===== src/rtl/slotmaker_ng.sv =====
// Virtual Apple II slot controller: card-ID table, $C0xx/$Cnxx/$C8xx decode into
// registered selects, $C800 expansion-ROM ownership, and a handshaked config port.
module slotmaker_ng #(
    parameter int unsigned NUM_SLOTS = 8,
    parameter int unsigned CARD_W    = 8,
    parameter logic [NUM_SLOTS*CARD_W-1:0] DEFAULT_CARDS = '0
) (
    input  logic              clk_logic,
    input  logic              reset_n,
    input  logic [15:0]       addr,
    input  logic              m2sel_n,
    input  logic              bus_strobe,
    input  logic              intcxrom,
    input  logic              intc8rom,
    input  logic [2:0]        cfg_slot,
    input  logic [CARD_W-1:0] cfg_card_i,
    input  logic              cfg_wr,
    input  logic              cfg_rd,
    output logic [CARD_W-1:0] cfg_card_o,
    output logic              cfg_ack,
    output logic [2:0]        slot_o,
    output logic [CARD_W-1:0] card_id_o,
    output logic              devselect_n,
    output logic              ioselect_n,
    output logic              iostrobe_n,
    output logic [2:0]        c8_owner_o,
    output logic              c8_valid_o
);

    logic [CARD_W-1:0] table_q [NUM_SLOTS];

    logic [2:0]        slot_q;
    logic [CARD_W-1:0] card_q;
    logic              dev_n_q, io_n_q, strb_n_q;
    logic [2:0]        owner_q;
    logic              valid_q;
    logic [CARD_W-1:0] cfg_card_q;
    logic              cfg_ack_q;

    logic              dev_hit, io_hit, c8_hit, cfff_hit;
    logic [2:0]        slot_d;
    logic [CARD_W-1:0] dec_card, tbl_cfg;
    logic              cfg_in_range;
    logic              dev_sel, io_sel, strb_sel;
    logic [2:0]        owner_d;
    logic              valid_d;
    logic [CARD_W-1:0] cfg_card_d;

    always_comb begin
        dev_hit  = !m2sel_n && (addr[15:7] == 9'h181);
        io_hit   = !m2sel_n && (addr[15:11] == 5'b11000) && (addr[10:8] != 3'd0);
        c8_hit   = !m2sel_n && (addr[15:11] == 5'b11001);
        cfff_hit = !m2sel_n && (addr == 16'hCFFF);

        slot_d = '0;
        if (dev_hit) begin
            slot_d = addr[6:4];
        end else if (io_hit) begin
            slot_d = addr[10:8];
        end else if (c8_hit) begin
            slot_d = owner_q;
        end

        // Unimplemented slots never match, so they read back as empty (ID 0).
        dec_card = '0;
        tbl_cfg  = '0;
        for (int unsigned i = 0; i < NUM_SLOTS; i++) begin
            if (slot_d == 3'(i)) dec_card = table_q[i];
            if (cfg_slot == 3'(i)) tbl_cfg = table_q[i];
        end
        cfg_in_range = {29'd0, cfg_slot} < NUM_SLOTS;

        dev_sel  = dev_hit && (dec_card != '0);
        io_sel   = io_hit && (dec_card != '0) && !intcxrom;
        strb_sel = c8_hit && valid_q && !intcxrom && !intc8rom;

        owner_d = owner_q;
        valid_d = valid_q;
        if (bus_strobe) begin
            if (io_sel) begin
                owner_d = slot_d;
                valid_d = 1'b1;
            end else if (cfff_hit) begin
                valid_d = 1'b0;
            end
        end
        // Release is checked against the post-claim owner so a same-cycle claim loses.
        if (cfg_wr && (cfg_slot == owner_d)) valid_d = 1'b0;

        cfg_card_d = cfg_card_q;
        if (cfg_wr || cfg_rd) begin
            if (!cfg_in_range) cfg_card_d = '0;
            else if (cfg_wr)   cfg_card_d = cfg_card_i;
            else               cfg_card_d = tbl_cfg;
        end
    end

    always_ff @(posedge clk_logic or negedge reset_n) begin
        if (!reset_n) begin
            for (int unsigned i = 0; i < NUM_SLOTS; i++) begin
                table_q[i] <= DEFAULT_CARDS[i*CARD_W +: CARD_W];
            end
            slot_q     <= '0;
            card_q     <= '0;
            dev_n_q    <= 1'b1;
            io_n_q     <= 1'b1;
            strb_n_q   <= 1'b1;
            owner_q    <= '0;
            valid_q    <= 1'b0;
            cfg_card_q <= '0;
            cfg_ack_q  <= 1'b0;
        end else begin
            for (int unsigned i = 0; i < NUM_SLOTS; i++) begin
                if (cfg_wr && (cfg_slot == 3'(i))) table_q[i] <= cfg_card_i;
            end
            slot_q     <= slot_d;
            card_q     <= dec_card;
            dev_n_q    <= !dev_sel;
            io_n_q     <= !io_sel;
            strb_n_q   <= !strb_sel;
            owner_q    <= owner_d;
            valid_q    <= valid_d;
            cfg_card_q <= cfg_card_d;
            cfg_ack_q  <= cfg_wr || cfg_rd;
        end
    end

    assign slot_o      = slot_q;
    assign card_id_o   = card_q;
    assign devselect_n = dev_n_q;
    assign ioselect_n  = io_n_q;
    assign iostrobe_n  = strb_n_q;
    assign c8_owner_o  = owner_q;
    assign c8_valid_o  = valid_q;
    assign cfg_card_o  = cfg_card_q;
    assign cfg_ack     = cfg_ack_q;

endmodule


===== config.mk =====
export PLATFORM = sky130hd
export DESIGN_NAME = slotmaker_ng
export DESIGN_NICKNAME = d
export VERILOG_FILES = /design/src/rtl/slotmaker_ng.sv
export SDC_FILE = /design/constraint.sdc
export NUM_CORES = 1
export LEC_CHECK = 0
export ABC_AREA = 1
export CAP_MARGIN = 20
export CORE_MARGIN = 5
export CORE_UTILIZATION = 45
export CTS_CLUSTER_DIAMETER = 80
export DETAILED_ROUTE_END_ITERATION = 16
export PLACE_DENSITY = 0.73
export SLEW_MARGIN = 20
export SYNTH_ARGS = -nofsm -noshare
export SYNTH_HDL_FRONTEND = slang
export SYNTH_SLANG_ARGS = --single-unit

===== constraint.sdc =====
create_clock -name clk_logic -period 7.2 [get_ports clk_logic]
set_clock_uncertainty 0.2 [all_clocks]
set_input_delay 1.08 -clock clk_logic [delete_from_list [all_inputs] [get_ports clk_logic]]
set_output_delay 1.08 -clock clk_logic [all_outputs]
set_load 0.005 [all_outputs]

==> results of run 1 <==
metrics by stage:
stage | hold WS (ps) | power [mW]
after floorplan | 242 | 0.784
after global placement | 267 | 0.901
after detailed placement | 272 | 0.909
after CTS | 292 | 1.29
after global routing | 308 | 1.36
final | 285 | 1.30
synth_stat cells (2+ instances only):
master / count
o22ai_1: 4
dfstp_2: 3
nand3_4: 2
a21oi_1: 15
inv_1: 51
clkbuf_1: 13
nor2_1: 40
o21ai_0: 76
o2111ai_1: 8
a22oi_1: 4
nor3_4: 2
dfrtp_1: 88
nor3_1: 3
or2_0: 3
nand2_2: 4
inv_2: 6
nand3_1: 52
nor2_4: 4
buf_2: 4
clkinv_1: 3
o221ai_1: 4
nand2_4: 3
nand4_1: 32
nor2_2: 4
nand2_1: 147
worst paths after layout:
kind                                     end  slack [ps]
worst max-delay path              c8_valid_o        3090
worst min register to register    iostrobe_n         280
max in group asynchronous        table_q[44]        5670
worst max register to register    c8_valid_o        4140
min in group asynchronous       card_id_o[0]         570
worst min-delay path              iostrobe_n         280
registers in the layout (all words and copies together), names as in the netlist, 3 cells and up:
name,flops
table_q,64
card_id_o,8
cfg_card_o,8
c8_owner_o,3
slot_o,3
area by class of cell:
class	count	area [um2]	area share [%]
Inverter	61	231	4.15
Clock buffer	10	128	2.29
Multi-Input combinational cell	413	2060	37.0
Clock inverter	6	95.1	1.70
Tap cell	136	170	3.05
Timing Repair Buffer	61	612	11.0
Sequential cell	91	2280	40.9
kinds of logic (layout without fill, tap and decap cells):
family          after synthesis  in the layout
compound gates              112            112
flops                        91             91
simple gates                301            301
buf+inv                      80            138
power groups by stage:
stage	clock network [mW]	logic (mW)	registers, mW
6_report	0.394	0.246	0.657
4_1_cts	0.394	0.246	0.655
2_1_floorplan	0	0.136	0.648
3_3_place_gp	0	0.238	0.663
5_1_grt	0.415	0.277	0.667
3_5_place_dp	0	0.244	0.664
metal layers:
layer	vias to the layer above	wire, um	track usage, %
li1	2075	-	-
met1	2111	5510	27.6
met2	181	6020	33.3
met3	38	905	4.35
met4	0	411	9.89
met5	-	0	0
==> flow_summary.json, run 1 <==
{
  "diodes": 0,
  "synthMuxAreaShare_pct": 0,
  "wire_per_inst_um": 16.5,
  "setup_viol": 0,
  "cp_top_family": "simple AND/OR/NAND/NOR gates",
  "synth_xor_area_share_pct": 0,
  "worst-path-max-fanout": 14,
  "grtUsageTotal_pct": 21.0,
  "p_sw_mw": 0.398,
  "final_common_cell": "nand2_1",
  "syn-num-nets": 619,
  "cts_hold_buf": 0,
  "cts.clk_slew.worst_paths_ps": 90,
  "start_util_pct": 45.5,
  "grt_max_degree": 92,
  "ant_nets": 0,
  "drt_iter0_drc": 386,
  "seq_area_frac_synth_pct": 49.0,
  "vias_per_cell": 5.66,
  "worstHoldStart": "c8_valid_o",
  "syn_to_final_growth_pct": 19.8,
  "final_area_mm2": 0.00558,
  "grt_pass1_wl_mm": 21.4,
  "cp_cell_sequence": "clkdlybuf4s50_1, inv_2, nor2_2, nand3_2, nor2_1, nor2_1, nand2_2, inv_2, nor3_4, inv_2, or2_1, nand2_1, nand2_2, nor2_4, nand2_4, nand3_4, nand2_1, nand3_1, nand2_1, nor2_1, a21oi_1",
  "p_clk_share_pct": 30.4,
  "core_area_mm2": 0.0102,
  "layout.cells.non_filler": 778,
  "wl_mm": 12.8,
  "fin_crit_ps": 4110,
  "min_path_cells": 1,
  "cts_setup_buffers": 0,
  "path_buf_inv": 4,
  "cts_tree": "built",
  "p_leak_nw": 2.53,
  "dr_total_vias": 4405,
  "cp-start-kind": "input pin",
  "cp-startpoint": "addr[11]",
  "max_freq_ghz": 0.243,
  "finalHoldViolCount": 0,
  "gp_congestion": 0.916,
  "hold_class": "flip-flop to flip-flop",
  "boundaryPins": 62,
  "cp-end-kind": "flip-flop",
  "remaining_drc_errors": 0,
  "num-fill-cells": 945,
  "critPathRequiredTime_ps": 7260,
  "switching_share_pct": 30.7,
  "die_x_um": 112,
  "dp_hpwl_mm": 9.24,
  "rsz0062_at_grt": "no",
  "avgSynthCellArea_um2": 7.98,
  "syn_area_mm2": 0.00466,
  "yosys_register_bits": 91,
  "placed_area_mm2": 0.00535,
  "grt_pass1_vias": 4276,
  "max_stage_delay_ps": 540,
  "r2r_start": "c8_owner_o[1]",
  "async_flop_share_pct": 100,
  "worstSetupPathType": "input pin to flip-flop",
  "place_inst": 762,
  "power_report.internal_total_mw": 0.899,
  "irDropWorstVdd_mv": 0.0936,
  "yosys-top-cells-area": "dfrtp_1 (47%), nand2_1 (12%), o21ai_0 (8.2%), nand3_1 (5.6%), nand4_1 (4.3%)",
  "synth_top_cell_by_area": "dfrtp_1",
  "seqPwrFrac_pct": 50.7,
  "grt_overflow": 0,
  "synth_compound_area_share_pct": 13.4,
  "syn_inst": 584,
  "cp.depth": 21,
  "nNetsFinal": 672,
  "clock_latency_ps": 380,
  "final_util_pct": 54.5,
  "clock-root-buffer": "clkbuf_8",
  "cap_viol_max_count": 0,
  "drtPass1Iterations": 5,
  "max_slew.worst_pin.slew_ps": 984,
  "cts_buffers": 9,
  "status": "finished, final reports clean",
  "p_comb_share_pct": 19.0,
  "synth.distinct_cells": 34,
  "cts_htree_levels": 3,
  "synth_top_family_by_area": "simple AND/OR/NAND/NOR gates",
  "critPathArrivalTime_ps": 4170,
  "ctsResizeCount": 0,
  "synth_edf_count": 0,
  "rows": 37,
  "power_density_mw_per_mm2": 232,
  "dp_slack_ps": 2740,
  "yosysWarningCount": 0,
  "die_h_um": 112,
  "layout_common_cells": "nand2_1 (147), dfrtp_1 (88), o21ai_0 (76), clkdlybuf4s50_1 (60), nand3_1 (52)",
  "synth_ff_type": "dfrtp_1",
  "clockBufferDepth": 2,
  "maxSlewViolCount": 0,
  "grt_antenna_before_repair": 0,
  "tns_ps": 0,
  "drive_gt1_share_pct": 7.48,
  "synth_top_area_share_pct": 47.3,
  "reg2reg_depth": 18,
  "period_share_pct": 57.1,
  "timing.slew.headroom_pct": 33.9,
  "portBuffers": 61,
  "cts.sinks": 91,
  "synthAdderAreaFrac_pct": 0,
  "synth-simple-area-share_pct": 30.9,
  "dieArea_mm2": 0.0125,
  "crit_path_top_delay_cell": "clkdlybuf4s50_1",
  "worst_slack_ps": 3090
}
(Power assumes the default switching activity.)
==> run 2, diff against run 1 <==
- clock period: 7.2 -> 4.14 ns (I/O delays scaled with it)
==> flow_summary.json, run 2 (synthesis results as in run 1) <==
{
  "status": "finished, final reports clean",
  "portBuffers": 61,
  "r2r_start": "c8_owner_o[0]",
  "vias_per_cell": 5.62,
  "cp_common_cell": "nand2_1",
  "core_area_mm2": 0.0102,
  "clock_latency_ps": 370,
  "crit_path_top_delay_cell": "nor3_2",
  "largest_register_ffs": 64,
  "cts_setup_buffers": 0,
  "setup_viol": 0,
  "die_h_um": 112,
  "reg2reg_depth": 20,
  "clock-root-buffer": "clkbuf_8",
  "grt_antenna_before_repair": 0,
  "grt_overflow": 0,
  "grt_pass1_vias": 4142,
  "path_buf_inv": 2,
  "r2r_end": "c8_valid_o",
  "p_leak_nw": 2.54,
  "dieArea_mm2": 0.0125,
  "rows": 37,
  "boundaryPins": 62,
  "worstSetupPathType": "input pin to flip-flop",
  "place_inst": 765,
  "die_x_um": 112,
  "start_util_pct": 45.5,
  "nNetsFinal": 675,
  "syn_to_final_growth_pct": 19.6,
  "wire_per_inst_um": 16.5,
  "timing.slew.headroom_pct": 42.6,
  "wl_mm": 12.9,
  "drtPass1Iterations": 7,
  "ff2ff_setup_slack_ps": 980,
  "diodes": 0,
  "grt_pass1_wl_mm": 21.0,
  "power.total_mw": 2.17,
  "cts.sinks": 91,
  "critPathRequiredTime_ps": 4190,
  "max_slew.worst_pin.slew_ps": 861,
  "worst-path-max-fanout": 14,
  "fin_crit_ps": 3690,
  "hold_class": "input pin to async pin",
  "ctsResizeCount": 0,
  "drt_iter0_drc": 511,
  "final_area_mm2": 0.00557,
  "dr_total_vias": 4393,
  "cp.depth": 21,
  "regMostFlops": "table_q",
  "power_density_mw_per_mm2": 390,
  "maxSlewViolCount": 0,
  "cts_tree": "built",
  "cts_htree_levels": 3,
  "period_share_pct": 89.1,
  "max_freq_ghz": 0.271,
  "num-fill-cells": 935,
  "cts_hold_buf": 0,
  "ant_nets": 0,
  "placed_area_mm2": 0.00538,
  "cap_viol_max_count": 0,
  "final_common_cell": "nand2_1",
  "layout_common_cells": "nand2_1 (147), dfrtp_1 (88), o21ai_0 (76), clkdlybuf4s50_1 (60), nand3_1 (52)",
  "grt_max_degree": 70,
  "remaining_drc_errors": 0,
  "timing.hold.ws_ps": 144,
  "finalHoldViolCount": 0,
  "cp-end-kind": "flip-flop",
  "drive_gt1_share_pct": 8.06,
  "grtUsageTotal_pct": 20.7,
  "clockBufferDepth": 2,
  "cts_buffers": 9,
  "gp_congestion": 0.941,
  "cts.clk_slew.worst_paths_ps": 110,
  "cp-start-kind": "input pin",
  "irDropWorstVdd_mv": 0.186,
  "dp_hpwl_mm": 9.48,
  "layout.cells.non_filler": 781,
  "tns_ps": 0,
  "rsz0062_at_grt": "no",
  "critPathArrivalTime_ps": 3740,
  "cp_cell_sequence": "clkdlybuf4s50_1, nor2_4, nand2_1, nor2_1, nand4_2, nand2_4, inv_2, nor3_2, a21oi_1, nand4_1, nand2_1, nand2_1, nor2_2, nand2_4, nand3_4, nand2_4, nand2_2, nand2_1, nand2_1, nor2_1, a21oi_1",
  "max_stage_delay_ps": 540,
  "cp_top_family": "simple AND/OR/NAND/NOR gates"
}
-- run 2: cell types whose count changed in the layout (fill, tap and decap cells not counted) --
| cell | delta |
|---|---|
| clkbuf_8 | +1 |
| clkbuf_1 | -1 |
| clkinv_8 | +1 |
| buf_4 | +4 |
| buf_6 | -1 |
| bufinv_16 | -2 |
| clkinv_4 | +1 |
-- run 2: area by class of cell --
cell class	count	area (um2)	area share, %
sequential	91	2280	40.9
tap	136	170	3.05
inverter	61	231	4.15
clock inverter	6	60.1	1.08
multi-input combinational	413	2060	37.0
timing repair buffer	64	631	11.3
clock buffer	10	138	2.47
-- run 2: power breakdown --
| group | leakage (nW) | internal [mW] | total, mW | switching [mW] |
|---|---|---|---|---|
| combinational | 1.30 | 0.185 | 0.428 | 0.243 |
| clock | 0.0938 | 0.247 | 0.602 | 0.354 |
| sequential | 1.14 | 1.03 | 1.15 | 0.112 |
-- run 2: worst max-delay path by stage --
| stage | slack [ps] | end | from |
|---|---|---|---|
| floorplan | 1240 | c8_valid_o | addr[11] |
| global placement | 310 | c8_valid_o | addr[11] |
| detailed placement | 140 | c8_valid_o | addr[15] |
| CTS | 510 | c8_valid_o | addr[15] |
| global route | 180 | c8_valid_o | addr[15] |
| finish | 450 | c8_valid_o | addr[11] |
-- run 2: worst reg2reg max path: stages, from the launching register on --
cell,delay (ps)
dfrtp_1,420
inv_1,110
nor2_1,60
nor2_1,110
nand2_2,200
nor2_2,400
nand2_1,130
inv_1,240
nand2_1,100
nand4_1,110
nand2_1,120
nand2_1,110
nor2_2,60
nand2_4,110
nand3_4,120
nand2_4,90
nand2_2,50
nand2_1,60
nand2_1,70
nor2_1,120
a21oi_1,80
-- run 2: stage by stage --
| stage | worst slack [ps] | util (%) |
|---|---|---|
| global placement | 312 | 52.5 |
| global route | 178 | 54.5 |
| finish | 451 | 54.5 |
| detailed placement | 138 | 52.5 |
| floorplan | 1240 | - |
| CTS | 511 | 54.5 |
-- run 2: metal layers --
layer	wire, um	GRT usage, %
met1	5650	28.2
met2	6030	32.8
met3	822	3.48
met4	367	8.92
met5	0	0
==> run 3, diff against run 2 <==
- CTS_BUF_LIST: default -> sky130_fd_sc_hd__clkbuf_4 sky130_fd_sc_hd__clkbuf_8
- GPL_TIMING_DRIVEN: default -> 0
==> flow_summary.json, run 3 (synthesis results as in run 1) <==
{
  "setup_viol": 0,
  "p_leak_nw": 2.57,
  "grtUsageTotal_pct": 21.2,
  "final_common_cell": "nand2_1",
  "max_freq_ghz": 0.278,
  "switching_share_pct": 31.1,
  "dieArea_mm2": 0.0125,
  "portBuffers": 61,
  "timing.slew.headroom_pct": 38.9,
  "hold_class": "input pin to async pin",
  "cp_cell_sequence": "clkdlybuf4s50_1, inv_2, nor2_2, nand3_2, nor2_1, nor2_1, nand2_2, inv_4, nor3_2, a21oi_1, nand4_1, nand2_1, nand2_1, nor2_2, nand2_4, nand3_4, nand2_1, nand2_1, nor2_1, nor2_1, a21oi_1",
  "ant_nets": 0,
  "clock-root-buffer": "clkbuf_8",
  "maxSlewViolCount": 0,
  "worst-path-max-fanout": 10,
  "cts_tree": "built",
  "cts_hold_buf": 0,
  "syn_to_final_growth_pct": 21.3,
  "wl_mm": 12.9,
  "fin_crit_ps": 3600,
  "place_inst": 782,
  "critPathRequiredTime_ps": 4230,
  "cts.clk_slew.worst_paths_ps": 90,
  "dp_hpwl_mm": 9.80,
  "cts_setup_buffers": 0,
  "max_slew.worst_pin.slew_ps": 910,
  "finalHoldViolCount": 0,
  "drive_gt1_share_pct": 8.17,
  "cp-end-kind": "flip-flop",
  "ctsResizeCount": 0,
  "die_x_um": 112,
  "power_report.internal_total_mw": 1.50,
  "cts_htree_levels": 3,
  "grt_pass1_wl_mm": 21.7,
  "layout_common_cells": "nand2_1 (147), dfrtp_1 (88), o21ai_0 (76), clkdlybuf4s50_1 (60), nand3_1 (52)",
  "clockBufferDepth": 2,
  "max_stage_delay_ps": 570,
  "cp-startpoint": "addr[11]",
  "rows": 37,
  "status": "finished, final reports clean",
  "r2r_start": "c8_owner_o[1]",
  "layout.cells.non_filler": 797,
  "p_clk_share_pct": 27.8,
  "crit_path_top_delay_cell": "nor3_2",
  "grt_antenna_before_repair": 0,
  "period_share_pct": 87.0,
  "grt_pass1_vias": 4487,
  "power_density_mw_per_mm2": 385,
  "dr_total_vias": 4540,
  "grt_max_degree": 48,
  "wire_per_inst_um": 16.2,
  "power.total_mw": 2.18,
  "start_util_pct": 45.5,
  "worstSetupPathType": "input pin to flip-flop",
  "vias_per_cell": 5.70,
  "nNetsFinal": 692,
  "clock_latency_ps": 370,
  "diodes": 0,
  "boundaryPins": 62,
  "cap_viol_max_count": 0,
  "largest_register_ffs": 64,
  "gp_congestion": 0.917,
  "cts_buffers": 9,
  "p_sw_mw": 0.677,
  "core_area_mm2": 0.0102,
  "cp-start-kind": "input pin",
  "critPathArrivalTime_ps": 3690,
  "timing.hold.ws_ps": 48.9,
  "worst_slack_ps": 540,
  "grt_overflow": 0,
  "drtPass1Iterations": 6,
  "p_comb_share_pct": 19.8,
  "drt_iter0_drc": 413,
  "regMostFlops": "table_q",
  "dp_slack_ps": 233,
  "irDropWorstVdd_mv": 0.161,
  "rsz0062_at_grt": "no",
  "remaining_drc_errors": 0,
  "cts.sinks": 91,
  "die_h_um": 112,
  "seqPwrFrac_pct": 52.3
}
==> run 3: cell count changes in the layout (fill, tap and decap cells not counted), sizes merged <==
cell,before,now
clkbuf,10,22
buf,4,8
bufinv,0,1
clkinvlp,2,1
==> run 3: worst paths after layout <==
check / to / slack [ps] / depth (start not counted)
min in group clk_logic: iostrobe_n / 280 / 1
max in group asynchronous: table_q[46] / 3050 / 2
max reg2reg: c8_valid_o / 1040 / 19
max: c8_valid_o / 540 / 21
min: c8_owner_o[1] / 50 / 1
min reg2reg: iostrobe_n / 280 / 1
==> run 3: critical path: cells and delay by family <==
family | cells | cell delay (ps)
and+or+nand+nor | 16 | 2090
buffers and inverters | 3 | 690
AOI/OAI and AO/OA | 2 | 270
==> run 3: routing by layer <==
metal / up-vias / track usage [%] / part of all wire (%)
met4: 0 / 10.4 / 3.5
met3: 41 / 4.29 / 9.4
met1: 2142 / 28.5 / 42
li1: 2117 / - / -
met2: 240 / 32.9 / 45
met5: - / 0 / 0
==> run 3: cell type report <==
cell class | instances | area [um2]
Sequential cell | 91 | 2280
Clock inverter | 6 | 65.1
Timing Repair Buffer | 62 | 636
Tap cell | 136 | 170
Inverter | 61 | 231
Fill cell | 932 | 4580
Buffer | 19 | 83.8
Clock buffer | 9 | 124
Multi-Input combinational cell | 413 | 2060
==> run 3: metrics by stage <==
step	setup TNS (ps)	instance area, um2	util (%)
2_1_floorplan	0	4660	-
3_3_place_gp	-80720	5440	53.2
3_5_place_dp	0	5470	53.4
4_1_cts	0	5650	55.3
5_1_grt	0	5650	55.3
6_report	0	5650	55.3
==> run 3: power groups by stage <==
stage	registers [mW]	logic [mW]	clock network (mW)
after detailed placement	1.15	0.430	0
after global routing	1.16	0.486	0.651
after CTS	1.14	0.431	0.611
after global placement	1.15	0.415	0
after floorplan	1.13	0.237	0
final	1.14	0.431	0.606
